File: config.mk
export PLATFORM = sky130hd
export DESIGN_NAME = instruction_fetch
export DESIGN_NICKNAME = d
export VERILOG_FILES = /design/src/rtl/instruction_fetch_pkg.sv /design/src/rtl/instruction_fetch_next_pc_calc.sv /design/src/rtl/instruction_fetch.sv
export SDC_FILE = /design/constraint.sdc
export NUM_CORES = 1
export LEC_CHECK = 0
export BUFFER_PORTS_ARGS = -buffer_cell sky130_fd_sc_hd__buf_2
export CORE_AREA = 5 5 110 71
export CTS_CLUSTER_DIAMETER = 60
export CTS_CLUSTER_SIZE = 30
export DETAILED_ROUTE_END_ITERATION = 10
export DIE_AREA = 0 0 115 76
export GPL_TIMING_DRIVEN = 0
export PLACE_DENSITY = 0.84
export SYNTH_ARGS = -nofsm -noshare
export SYNTH_HDL_FRONTEND = slang
export SYNTH_SLANG_ARGS = --single-unit
File: constraint.sdc
create_clock -name clk -period 2.5 [get_ports clk]
set_input_delay 0.25 -clock clk [delete_from_list [all_inputs] [get_ports clk]]
set_output_delay 0.25 -clock clk [all_outputs]
set_load 0.005 [all_outputs]
File: src/rtl/instruction_fetch_pkg.sv
// -----------------------------------------------------------------------------
// instruction_fetch_pkg
// Shared definitions for the TSC CPU instruction fetch stage: the datapath
// width and the fetch FSM state encoding. Both the fetch stage and its
// next-PC calculator import this package so neither redefines them locally.
// -----------------------------------------------------------------------------
package instruction_fetch_pkg;

   // Datapath / address width of the 16-bit TSC CPU.
   localparam int IF_WORD_SIZE = 16;

   // Fetch FSM states.
   typedef enum logic [2:0] {
      ST_IDLE   = 3'd0,
      ST_FETCH  = 3'd1,
      ST_WAIT   = 3'd2,
      ST_HOLD   = 3'd3,
      ST_HALTED = 3'd4
   } if_state_e;

endpackage : instruction_fetch_pkg

File: src/rtl/instruction_fetch_next_pc_calc.sv
// -----------------------------------------------------------------------------
// next_pc_calc
// Purely combinational next-PC selection for the fetch stage.
// Priority: register jump > J-type jump > taken branch > sequential.
// All arithmetic wraps modulo 2^WORD_SIZE.
//
// Ports:
//   pc           in   current instruction address
//   inst         in   current instruction word (jump field / branch offset)
//   jump_en      in   J-type jump: {pc[top 4 bits], inst[low bits]}
//   jpr_en       in   register jump: reg_target
//   branch_taken in   branch: pc + 1 + sign-extended inst[7:0]
//   reg_target   in   register jump target
//   next_pc      out  selected next PC
// -----------------------------------------------------------------------------
module next_pc_calc
   import instruction_fetch_pkg::*;
#(
   parameter int WORD_SIZE = IF_WORD_SIZE
) (
   input  logic [WORD_SIZE-1:0] pc,
   input  logic [WORD_SIZE-1:0] inst,
   input  logic                 jump_en,
   input  logic                 jpr_en,
   input  logic                 branch_taken,
   input  logic [WORD_SIZE-1:0] reg_target,
   output logic [WORD_SIZE-1:0] next_pc
);

   logic [WORD_SIZE-1:0] seq_pc;
   logic [WORD_SIZE-1:0] branch_off;

   assign seq_pc     = pc + WORD_SIZE'(1);
   // Branch offset is the signed low byte of the instruction.
   assign branch_off = {{(WORD_SIZE-8){inst[7]}}, inst[7:0]};

   always_comb begin
      next_pc = seq_pc;
      if (jpr_en) begin
         next_pc = reg_target;
      end else if (jump_en) begin
         // J-type target keeps the current 4-bit page of the PC.
         next_pc = {pc[WORD_SIZE-1 -: 4], inst[WORD_SIZE-5:0]};
      end else if (branch_taken) begin
         next_pc = seq_pc + branch_off;
      end
   end

endmodule : next_pc_calc

File: src/rtl/instruction_fetch.sv
// -----------------------------------------------------------------------------
// instruction_fetch
// Multi-cycle fetch stage for the 16-bit TSC CPU. Owns the PC, fetches one
// word through the readM/inputReady handshake, holds it on inst until commit,
// then loads the next PC (from next_pc_calc) and starts the next fetch.
//
// Ports:
//   clk, reset_n        clock, asynchronous active-low reset
//   address, readM      memory request (address always shows pc)
//   data, inputReady    memory response, data valid when inputReady=1
//   inst, inst_valid    fetched word and "uncommitted instruction held" flag
//   pc, pc_plus1        address of inst and its link value pc+1
//   commit              one-cycle pulse: current instruction finished
//   jump_en, jpr_en,
//   branch_taken,
//   reg_target          next-PC controls, sampled only with commit in HOLD
//   halt                sampled with commit; stops fetching until reset
// -----------------------------------------------------------------------------
module instruction_fetch
   import instruction_fetch_pkg::*;
#(
   parameter int                   WORD_SIZE = IF_WORD_SIZE,
   parameter logic [WORD_SIZE-1:0] RESET_PC  = '0
) (
   input  logic                 clk,
   input  logic                 reset_n,
   output logic [WORD_SIZE-1:0] address,
   output logic                 readM,
   input  logic [WORD_SIZE-1:0] data,
   input  logic                 inputReady,
   output logic [WORD_SIZE-1:0] inst,
   output logic                 inst_valid,
   output logic [WORD_SIZE-1:0] pc,
   output logic [WORD_SIZE-1:0] pc_plus1,
   input  logic                 commit,
   input  logic                 jump_en,
   input  logic                 jpr_en,
   input  logic [WORD_SIZE-1:0] reg_target,
   input  logic                 branch_taken,
   input  logic                 halt
);

   if_state_e            state_q;
   logic [WORD_SIZE-1:0] pc_q;
   logic [WORD_SIZE-1:0] inst_q;
   logic                 inst_valid_q;
   logic                 readm_q;
   logic [WORD_SIZE-1:0] next_pc_d;

   next_pc_calc #(
      .WORD_SIZE (WORD_SIZE)
   ) u_next_pc_calc (
      .pc           (pc_q),
      .inst         (inst_q),
      .jump_en      (jump_en),
      .jpr_en       (jpr_en),
      .branch_taken (branch_taken),
      .reg_target   (reg_target),
      .next_pc      (next_pc_d)
   );

   // readM is registered: it is set on the edge entering FETCH and cleared
   // on the capture edge, so it is high exactly during FETCH and WAIT.
   always_ff @(posedge clk or negedge reset_n) begin
      if (!reset_n) begin
         state_q      <= ST_IDLE;
         pc_q         <= RESET_PC;
         inst_q       <= '0;
         inst_valid_q <= 1'b0;
         readm_q      <= 1'b0;
      end else begin
         case (state_q)
            ST_IDLE: begin
               state_q <= ST_FETCH;
               readm_q <= 1'b1;
            end
            ST_FETCH: begin
               state_q <= ST_WAIT;
               readm_q <= 1'b1;
            end
            ST_WAIT: begin
               if (inputReady) begin
                  inst_q       <= data;
                  inst_valid_q <= 1'b1;
                  readm_q      <= 1'b0;
                  state_q      <= ST_HOLD;
               end
            end
            ST_HOLD: begin
               if (commit) begin
                  // PC advances even when halting so it reflects the
                  // instruction after the halting one.
                  pc_q         <= next_pc_d;
                  inst_valid_q <= 1'b0;
                  if (halt) begin
                     state_q <= ST_HALTED;
                     readm_q <= 1'b0;
                  end else begin
                     state_q <= ST_FETCH;
                     readm_q <= 1'b1;
                  end
               end
            end
            ST_HALTED: begin
               readm_q      <= 1'b0;
               inst_valid_q <= 1'b0;
            end
            default: begin
               state_q      <= ST_IDLE;
               readm_q      <= 1'b0;
               inst_valid_q <= 1'b0;
            end
         endcase
      end
   end

   assign address    = pc_q;
   assign readM      = readm_q;
   assign inst       = inst_q;
   assign inst_valid = inst_valid_q;
   assign pc         = pc_q;
   assign pc_plus1   = pc_q + WORD_SIZE'(1);

endmodule : instruction_fetch

==> results.ini, run 1 <==
[final_layout]
finalNetCount = 532
postLayoutCoreUtil_pct = 64.80
areaGrowthSynthToFinish_pct = 48.80
drive_gt1_share_pct = 54.76
antennaDiodeCount = 0
fin_area_um2 = 4437

[pwr]
p_int_uw = 3818
p_switching_uw = 3150
leakagePower_uw = 0.002016
power.density_nw_per_um2 = 1571
power_uw = 6968
swShare_pct = 45.21
ir_drop_uv = 633.6
power.share.sequential_pct = 19.3
combinationalPowerShare_pct = 74.2
power_frac_clock_pct = 6.4

[drt]
met1_length_um = 4523
vias = 3289
dr.pass1.iters = 5
wl_per_cell_um = 18.88
post_drt_via_cell_ratio = 5.832
drtIter0Drc = 290
drt_wl_total_um = 10650
route.detailed.drc = 0
top_layer = met4
wl_met2_um = 4932
met3_length_um = 1033
drtAntennaViolNets = 0

[grt]
overflow = 0
grt_start_max_net_pins = 38
grtUsageTotal_pct = 22.00
grt_pass1_wl_um = 15510
antenna_found_initial = 0
grt_pass1_vias = 3100

[critical_path]
cp.required_ns = 2.72
critPathArrivalTime_ns = 2.89
rrSetupSlack_ns = -0.18
cp_top_family = compound AO/OA/AOI/OAI gates
end_kind = flip-flop
reg2reg_from = address[0]
startpoint = address[0]
endpoint = address[13]
path_buf_inv = 0
cp_max_fo = 8
r2r.worst_path.cells = 13
critPathMaxStageDelay_ns = 0.42
critPathSlowestCell = dfrtp_2
cp.depth = 13
reg2reg_to = address[13]
path_class = reg -> reg
start_kind = flip-flop
crit_path_cell_trace = ha_4 -> nand2_4 -> nor2_4 -> nand4_1 -> xnor2_2 -> ha_2 -> nand2_2 -> nor2_1 -> a211oi_2 -> o221a_2 -> xnor2_1 -> nand2_1 -> a31oi_1

[run]
maxCapViolations = 0

[die]
num_io_pins = 106
fp.dieW_um = 115
core_area_um2 = 6847
chipHeight_um = 76
floorplan.initialDensity_pct = 43.55
num_rows = 24
dieArea_um2 = 8740

[run_status]
violations = negative setup slack
outcome = complete, but fails checks

[clock_network]
cts.path.max_buffers = 2
cts_tree = yes
numCtsBuffers = 5
cts.sinks = 37
insertion_delay_ns = 0.30
h-tree-depth = 2
cts_hold_repair.buffers = 0
clk_pin_slew_ns = 0.08
cts_root_buf = clkbuf_8

[place]
port_buffers = 103
pre_cts_slack_ns = -0.4693
hpwl_um = 7311
globalplace.congestion = 0.8997
dpl-instance-area_um2 = 3699

[sta]
fin_crit_ns = 2.678
skew_ns = 0.008928
final_hold_viol_count = 0
setup_slack_ns = -0.1777
worst_slew_pin_slew_ns = 0.8676
setup_violations = 10
max-slew-margin-rel_pct = 42.16
timing.hold.ws_ns = 0.04937
rsz0062_at_grt = true
fin_crit_sh_pct = 107.1
max_freq_mhz = 373.5
finalMaxSlewViolations = 0

[yosys]
syn_inst = 331
syn_area_per_cell_um2 = 9.008
syn_nets = 391
ys_types = 54
synth_edf_count = 0
ys_warn_count = 0
netlist.area_leader.share_pct = 31.05
synth_seq_area_share_pct = 31.05
netlist_top_cells_count = 37 x dfrtp_1, 30 x a21oi_1, 29 x nand2_1, 28 x nor2_1
ys_ff_latch = 37
yosys.area.top_type = dfrtp_1
yosysMostFrequentCell = dfrtp_1
netlist_area_um2 = 2982
synthTopCellsByArea = dfrtp_1 31%, ha_1 8.0%, mux2_2 7.2%
async_reset_ff_share_pct = 100.0
yosys_most_used_dff = dfrtp_1

[hold_path]
min_path_type = in -> async

==> repair_timing <==
action | CTS | global route
buffers inserted | 27 | 6
resized for setup | 38 | 35
pin swaps | 21 | 22
cloned | 0 | 0
endpoints found under the setup margin | 11 | 12
==> per-layer routing <==
layer	GRT usage [%]	up-vias
li1	-	1467
met1	30.15	1617
met2	34.53	186
met3	6.587	19
met4	4.220	0
met5	0	-
==> worst min path at each step <==
stage | from | endpoint | slack [ns] | cells after the start
after detailed placement | reset_n | address[2] | 0.40 | 1
after CTS | reset_n | inst[0] | 0.08 | 1
after global placement | reset_n | inst[0] | 0.39 | 1
final | reset_n | inst[0] | 0.05 | 1
after global routing | reset_n | inst[0] | 0.13 | 1
after floorplan | reset_n | address[0] | -0.05 | 0
==> worst register-to-register path, stage by stage, from the launching register on <==
cell,delay (ns)
dfrtp_2,0.42
ha_4,0.22
nand2_4,0.08
nor2_4,0.12
nand4_1,0.14
xnor2_2,0.23
ha_2,0.38
nand2_2,0.10
nor2_1,0.05
a211oi_2,0.24
o221a_2,0.25
xnor2_1,0.12
nand2_1,0.09
a31oi_1,0.17
==> cell type report <==
cell class              instances  area [um^2]
flip-flops and latches         37        939.7
multi-input cells             259         2300
fillers                       550         2410
clock buffers                   6        82.58
clock inverters                 2        13.76
inverters                       6        22.52
repair buffers                136        790.8
well taps                      91        113.9
plain buffers                  27        173.9
==> kinds of logic (layout without fill, tap and decap cells) <==
group,Yosys count,in the layout,synth area share [%]
and+or+nand+nor,95,95,15.36
xor gates and xnor gates,28,28,8.477
AOI/OAI and AO/OA,92,92,20.77
DFF,37,37,31.05
buffers and inverters,35,177,6.840
muxes,24,24,8.855
adders and majority gates,20,20,8.645
==> power by group through the flow <==
| stage | logic [uW] | registers, uW | clock network, uW |
|---|---|---|---|
| detailed placement | 3700 | 1380 | 0 |
| finish | 5170 | 1350 | 449 |
| global placement | 3600 | 1350 | 0 |
| CTS | 4450 | 1300 | 458 |
| global route | 5550 | 1390 | 482 |
| floorplan | 2610 | 1290 | 0 |
==> placed cells by master, fill, tap and decap left out, types with 5 or more instances in the layout <==
cell      instances
a21oi_1          23
buf_2           107
buf_4            44
buf_6             5
clkbuf_1          6
clkbuf_8          6
dfrtp_1          26
dfrtp_2          11
ha_1              5
ha_4             12
inv_1             5
mux2_2           18
mux2i_1           5
nand2_1          27
nand3_1           6
nor2_1           26
o21ai_0          14
o21ai_1           6
xnor2_1           9
xnor2_2           6
xor2_2            5
==> registers in the layout, indices dropped and copies added, names as in the netlist <==
register    flops
readM           1
address        16
inst           16
state_q         3
inst_valid      1
==> stage by stage <==
stage	TNS (ns)	cells
2_1_floorplan	-0.1186	331
3_3_place_gp	-2.913	525
3_5_place_dp	-3.269	525
4_1_cts	-0.6618	558
5_1_grt	-2.064	564
6_report	-1.045	564
(Power assumes the default switching activity.)
==> run 2: changes to the inputs <==
CORE_AREA = 5 5 105 68   (was 5 5 110 71)
DIE_AREA = 0 0 110 73   (was 0 0 115 76)
PLACE_DENSITY = 0.88   (was 0.84)
clock period = 2.9 ns   (was 2.5 ns; I/O delays follow)
==> results.ini, run 2 (synthesized netlist as in run 1, its figures left out) <==
[die]
fp.dieW_um = 110  ; was 115 um
chipHeight_um = 73  ; was 76 um
core_area_um2 = 6245  ; was 6847 um^2
floorplan.initialDensity_pct = 47.75  ; was 43.55%
num_rows = 23  ; was 24
dieArea_um2 = 8030  ; was 8740 um^2
num_io_pins = 106  ; unchanged

[critical_path]
start_kind = flip-flop  ; unchanged
critPathMaxStageDelay_ns = 0.46  ; was 0.42 ns
critPathArrivalTime_ns = 3.04  ; was 2.89 ns
path_buf_inv = 1  ; was 0
cp.required_ns = 3.08  ; was 2.72 ns
crit_path_cell_trace = nand4_1 -> buf_4 -> nor2_4 -> and3_4 -> xor2_4 -> ha_4 -> a21oi_2 -> o21ai_2 -> a31o_4 -> o31a_1 -> xnor2_2 -> o21ai_1  ; was ha_4 -> nand2_4 -> nor2_4 -> nand4_1 -> xnor2_2 -> ha_2 -> nand2_2 -> nor2_1 -> a211oi_2 -> o221a_2 -> xnor2_1 -> nand2_1 -> a31oi_1
cp_top_family = compound AO/OA/AOI/OAI gates  ; unchanged
path_class = reg -> reg  ; unchanged
cp_max_fo = 5  ; was 8
end_kind = flip-flop  ; unchanged
critPathSlowestCell = dfrtp_2  ; unchanged

[sta]
timing.hold.ws_ns = 0.08762  ; was 0.04937 ns
finalMaxSlewViolations = 0  ; unchanged
fin_crit_ns = 2.859  ; was 2.678 ns
setup_violations = 0  ; was 10
max-slew-margin-rel_pct = 43.61  ; was 42.16%
worst_slew_pin_slew_ns = 0.8458  ; was 0.8676 ns
final_hold_viol_count = 0  ; unchanged
max_freq_mhz = 349.8  ; was 373.5 MHz
fin_crit_sh_pct = 98.59  ; was 107.1%
rsz0062_at_grt = true  ; unchanged
skew_ns = 0.004577  ; was 0.008928 ns

[clock_network]
clk_pin_slew_ns = 0.08  ; about the same
cts_root_buf = clkbuf_8  ; unchanged
cts.path.max_buffers = 2  ; unchanged
numCtsBuffers = 5  ; unchanged
h-tree-depth = 2  ; unchanged
insertion_delay_ns = 0.30  ; about the same
cts_tree = yes  ; unchanged
cts.sinks = 37  ; unchanged

[drt]
drt_wl_total_um = 9739  ; was 10650 um
post_drt_via_cell_ratio = 5.704  ; was 5.832
dr.pass1.iters = 6  ; was 5
route.detailed.drc = 0  ; unchanged
drtAntennaViolNets = 0  ; unchanged
wl_met2_um = 4150  ; was 4932 um
wl_per_cell_um = 17.90  ; was 18.88 um
met3_length_um = 1241  ; was 1033 um
met1_length_um = 4127  ; was 4523 um
drtIter0Drc = 277  ; was 290
vias = 3103  ; was 3289
top_layer = met5  ; was met4

[grt]
grt_start_max_net_pins = 38  ; unchanged
grtUsageTotal_pct = 23.92  ; was 22.00%
overflow = 0  ; unchanged
antenna_found_initial = 1  ; was 0
grt_pass1_vias = 2981  ; was 3100
grt_pass1_wl_um = 14890  ; was 15510 um

[place]
dpl-instance-area_um2 = 3606  ; was 3699 um^2
globalplace.congestion = 0.9493  ; was 0.8997
port_buffers = 103  ; unchanged
hpwl_um = 7220  ; was 7311 um

[pwr]
ir_drop_uv = 571.2  ; was 633.6 uV
power.density_nw_per_um2 = 1297  ; was 1571 nW/um^2
p_switching_uw = 2432  ; was 3150 uW
combinationalPowerShare_pct = 69.7  ; was 74.2%
p_int_uw = 2790  ; was 3818 uW
swShare_pct = 46.57  ; was 45.21%
power_frac_clock_pct = 7.3  ; was 6.4%
leakagePower_uw = 0.001868  ; was 0.002016 uW
power.share.sequential_pct = 23.1  ; was 19.3%

[final_layout]
final_cell_mix = 107 x buf_2, 33 x buf_4, 28 x nand2_1, 28 x dfrtp_1, 26 x a21oi_1  ; was 107 x buf_2, 44 x buf_4, 27 x nand2_1
fin_area_um2 = 4026  ; was 4437 um^2
areaGrowthSynthToFinish_pct = 35.04  ; was 48.80%
final_common_cell = buf_2  ; unchanged
finalNetCount = 516  ; was 532
fillerInstances = 512  ; was 550
register_area_um2 = 937.1  ; was 939.7 um^2
drive_gt1_share_pct = 47.48  ; was 54.76%
antennaDiodeCount = 0  ; unchanged
multiInputGateArea_um2 = 2051  ; was 2300 um^2

[hold_path]
min_path_type = in -> async  ; unchanged

[run]
maxCapViolations = 0  ; unchanged

[run_status]
outcome = finished clean  ; was complete, but fails checks

run 2: cell types whose count changed in the layout (fill, tap and decap cells not counted), sizes merged:
cell | before | now
clkbuf | 12 | 11
clkinvlp | 0 | 1
buf | 157 | 141
inv | 6 | 7
clkinv | 2 | 1
run 2: repair_timing:
item	CTS	global route
gates resized for setup	15	31
pin swaps	1	13
setup endpoints to repair	6	6
setup buffers	2	15
hold buffers	0	0
run 2: power by group through the flow:
stage	Clock (uW)	Combinational [uW]	Sequential (uW)
after floorplan	0	2180	1090
after global placement	0	3000	1140
after detailed placement	0	3100	1170
after CTS	388	3170	1180
after global routing	416	3960	1260
final	379	3640	1210
run 2: through the flow:
| stage | TNS [ns] | power, uW | setup WS (ns) | utilization [%] | cells |
|---|---|---|---|---|---|
| 6_report | 0 | 5223 | 0.04094 | 64.48 | 544 |
| 5_1_grt | -0.04906 | 5636 | -0.02646 | 64.48 | 544 |
| 4_1_cts | 0 | 4736 | 0.01304 | 60.21 | 530 |
| 3_5_place_dp | -1.453 | 4276 | -0.3433 | 57.74 | 521 |
| 3_3_place_gp | -1.154 | 4145 | -0.2761 | 57.74 | 521 |
| 2_1_floorplan | 0 | 3263 | 0.1722 | - | 331 |
run 2: final timing paths:
kind | startpoint | end | slack [ns] | cells past startpoint
setup / recovery | address[5] | address[12] | 0.04 | 12
hold / removal | reset_n | inst[0] | 0.09 | 1
setup reg to reg | address[5] | address[12] | 0.04 | 12
hold reg to reg | inst[15] | inst[15] | 0.51 | 1
max in group asynchronous | reset_n | address[8] | 2.22 | 1
min in group clk | data[6] | inst[6] | 0.21 | 3
run 2: worst reg2reg max path, stage by stage (launching register included):
cell and delay, ns:
dfrtp_2 0.46, nand4_1 0.16, buf_4 0.19, nor2_4 0.18, and3_4 0.26, xor2_4 0.22, ha_4 0.23, a21oi_2 0.13
o21ai_2 0.09, a31o_4 0.22, o31a_1 0.34, xnor2_2 0.18, o21ai_1 0.09
run 2: layout make-up:
cell class	count	share of cell area, %
Timing Repair Buffer	120	15.97
Multi-Input combinational cell	259	50.93
Clock inverter	3	0.5283
Sequential cell	37	23.28
Buffer	27	4.319
Tap cell	87	2.704
Clock buffer	5	1.709
Inverter	6	0.5594
run 2: metal layers:
layer | up-vias | global-route usage [%]
met5 | - | 0
met2 | 203 | 35.42
li1 | 1429 | -
met3 | 26 | 6.543
met4 | 2 | 7.884
met1 | 1443 | 33.72
==> run 3: changes to the inputs <==
SETUP_SLACK_MARGIN = 0.5   (was unset)
==> results.ini, run 3 (synthesized netlist as in run 1, its figures left out) <==
[run_status]
outcome = finished clean  ; unchanged

[sta]
rsz0062_at_grt = true  ; unchanged
setup_slack_ns = 0.2036  ; was 0.04094 ns
max-slew-margin-rel_pct = 43.70  ; was 43.61%
worst_slew_pin_slew_ns = 0.8445  ; was 0.8458 ns
final_hold_viol_count = 0  ; unchanged
max_freq_mhz = 370.9  ; was 349.8 MHz
timing.hold.ws_ns = 0.08141  ; was 0.08762 ns
finalMaxSlewViolations = 0  ; unchanged
fin_crit_ns = 2.696  ; was 2.859 ns
fin_tns_setup_ns = 0  ; unchanged
skew_ns = 0.01442  ; was 0.004577 ns
fin_crit_sh_pct = 92.98  ; was 98.59%
setup_violations = 0  ; unchanged

[drt]
drt_wl_total_um = 10870  ; was 9739 um
dr.pass1.iters = 7  ; was 6
drtIter0Drc = 385  ; was 277
drtAntennaViolNets = 0  ; unchanged
vias = 3240  ; was 3103
wl_per_cell_um = 19.49  ; was 17.90 um
route.detailed.drc = 0  ; unchanged
post_drt_via_cell_ratio = 5.806  ; was 5.704

[place]
hpwl_um = 7233  ; was 7220 um
globalplace.congestion = 0.9207  ; was 0.9493
pre_cts_slack_ns = -0.1371  ; was -0.3433 ns
port_buffers = 103  ; unchanged

[clock_network]
numCtsBuffers = 5  ; unchanged
cts.path.max_buffers = 2  ; unchanged
cts_tree = yes  ; unchanged
cts.sinks = 37  ; unchanged
cts_root_buf = clkbuf_8  ; unchanged
insertion_delay_ns = 0.30  ; about the same
clk_pin_slew_ns = 0.09  ; was 0.08 ns
h-tree-depth = 2  ; unchanged

[pwr]
leakagePower_uw = 0.002028  ; was 0.001868 uW
ir_drop_uv = 562.6  ; was 571.2 uV
power_frac_clock_pct = 9.1  ; was 7.3%
power.density_nw_per_um2 = 1378  ; was 1297 nW/um^2
p_int_uw = 3362  ; was 2790 uW
p_switching_uw = 2712  ; was 2432 uW
combinationalPowerShare_pct = 71.8  ; was 69.7%
power_uw = 6074  ; was 5223 uW
swShare_pct = 44.65  ; was 46.57%
power.share.sequential_pct = 19.1  ; was 23.1%

[critical_path]
crit_top_cell = xnor2_2
cp.required_ns = 3.13  ; was 3.08 ns
path_buf_inv = 1  ; unchanged
start_kind = flip-flop  ; unchanged
reg2reg_to = address[13]  ; was address[12]
cp_top_family = compound AO/OA/AOI/OAI gates  ; unchanged
reg2reg_from = address[0]  ; was address[5]
cp_max_fo = 5  ; unchanged
end_kind = flip-flop  ; unchanged
crit_path_cell_trace = ha_4 -> nand2_4 -> nor2_4 -> nand4_1 -> xnor2_2 -> ha_1 -> clkbuf_8 -> nand2_2 -> nor2_1 -> a211oi_2 -> o221a_2 -> xnor2_2 -> nand2_1 -> a31oi_1  ; was nand4_1 -> buf_4 -> nor2_4 -> and3_4 -> xor2_4 -> ha_4 -> a21oi_2 -> o21ai_2 -> a31o_4 -> o31a_1 -> xnor2_2 -> o21ai_1
critPathMaxStageDelay_ns = 0.45  ; was 0.46 ns
startpoint = address[0]  ; was address[5]
r2r.worst_path.cells = 14  ; was 12
endpoint = address[13]  ; was address[12]
path_class = reg -> reg  ; unchanged
cp.depth = 14  ; was 12
rrSetupSlack_ns = 0.20  ; was 0.04 ns
critPathArrivalTime_ns = 2.93  ; was 3.04 ns
critPathSlowestCell = dfrtp_2  ; unchanged

[final_layout]
antennaDiodeCount = 0  ; unchanged
multiInputGateArea_um2 = 2258  ; was 2051 um^2
areaGrowthSynthToFinish_pct = 47.80  ; was 35.04%
register_area_um2 = 939.7  ; was 937.1 um^2
final_cell_mix = 107 x buf_2, 43 x buf_4, 27 x nand2_1  ; was 107 x buf_2, 33 x buf_4, 28 x nand2_1, 28 x dfrtp_1, 26 x a21oi_1
final_common_cell = buf_2  ; unchanged
drive_gt1_share_pct = 54.56  ; was 47.48%
fillerInstances = 471  ; was 512
finalNetCount = 530  ; was 516

[die]
fp.dieW_um = 110  ; unchanged
chipHeight_um = 73  ; unchanged
core_area_um2 = 6245  ; unchanged
num_rows = 23  ; unchanged
num_io_pins = 106  ; unchanged
dieArea_um2 = 8030  ; unchanged
floorplan.initialDensity_pct = 47.75  ; unchanged

[grt]
overflow = 0  ; unchanged
antenna_found_initial = 0  ; was 1
grt_pass1_vias = 3168  ; was 2981
grtUsageTotal_pct = 25.79  ; was 23.92%
grt_pass1_wl_um = 16000  ; was 14890 um
grt_start_max_net_pins = 38  ; unchanged

[hold_path]
min_path_type = in -> async  ; unchanged

[run]
maxCapViolations = 0  ; unchanged

-- run 3: cell types whose count changed in the layout (fill, tap and decap cells not counted), sizes merged --
cell / delta
clkinvlp: -1
clkinv: -1
buf: +13
bufinv: +2
clkbuf: +1
-- run 3: worst min path at each step --
stage                        from           to  slack [ns]  cells past startpoint
final                     reset_n  address[15]        0.08                      1
after global routing      reset_n  address[15]        0.17                      1
after CTS                 reset_n  address[15]        0.11                      1
after detailed placement  reset_n      inst[0]        0.43                      1
after global placement    reset_n      inst[0]        0.43                      1
after floorplan           reset_n   address[0]      -0.006                      0
-- run 3: timing repair --
action	in CTS	in global routing
gates resized for setup	41	31
endpoints found under the setup margin	13	13
endpoints found under the hold margin	0	0
pin swaps	23	23
hold buffers	0	0
setup buffers	23	6
-- run 3: metrics by stage --
stage | util, % | instances | area (um^2)
6_report | 70.57 | 558 | 4407
3_3_place_gp | 59.15 | 521 | 3694
4_1_cts | 67.16 | 552 | 4194
2_1_floorplan | - | 331 | 3069
5_1_grt | 70.57 | 558 | 4407
3_5_place_dp | 59.15 | 521 | 3694
-- run 3: per-layer routing --
layer  track usage, %  vias to the layer above  wire length (um)
met3            7.515                       46              1310
met2            40.46                      240              4866
met5                0                        -                 0
met1            34.53                     1494              4348
li1                 -                     1460                 -
met4            7.746                        0               348
-- run 3: area by class of cell --
class                      instances  share of cell area (%)
buffer                            29                   4.429
clock buffer                       5                   1.562
clock inverter                     3                   1.562
inverter                           6                  0.5111
multi-input combinational        259                   51.25
sequential                        37                   21.32
tap                               87                   2.470
timing repair buffer             132                   16.89
-- run 3: power groups by stage --
stage | Combinational (uW) | Clock [uW] | Sequential, uW
after floorplan | 2250 | 0 | 1110
after global placement | 3080 | 0 | 1160
after detailed placement | 3190 | 0 | 1190
after CTS | 3810 | 556 | 1130
after global routing | 4660 | 587 | 1200
final | 4360 | 553 | 1160
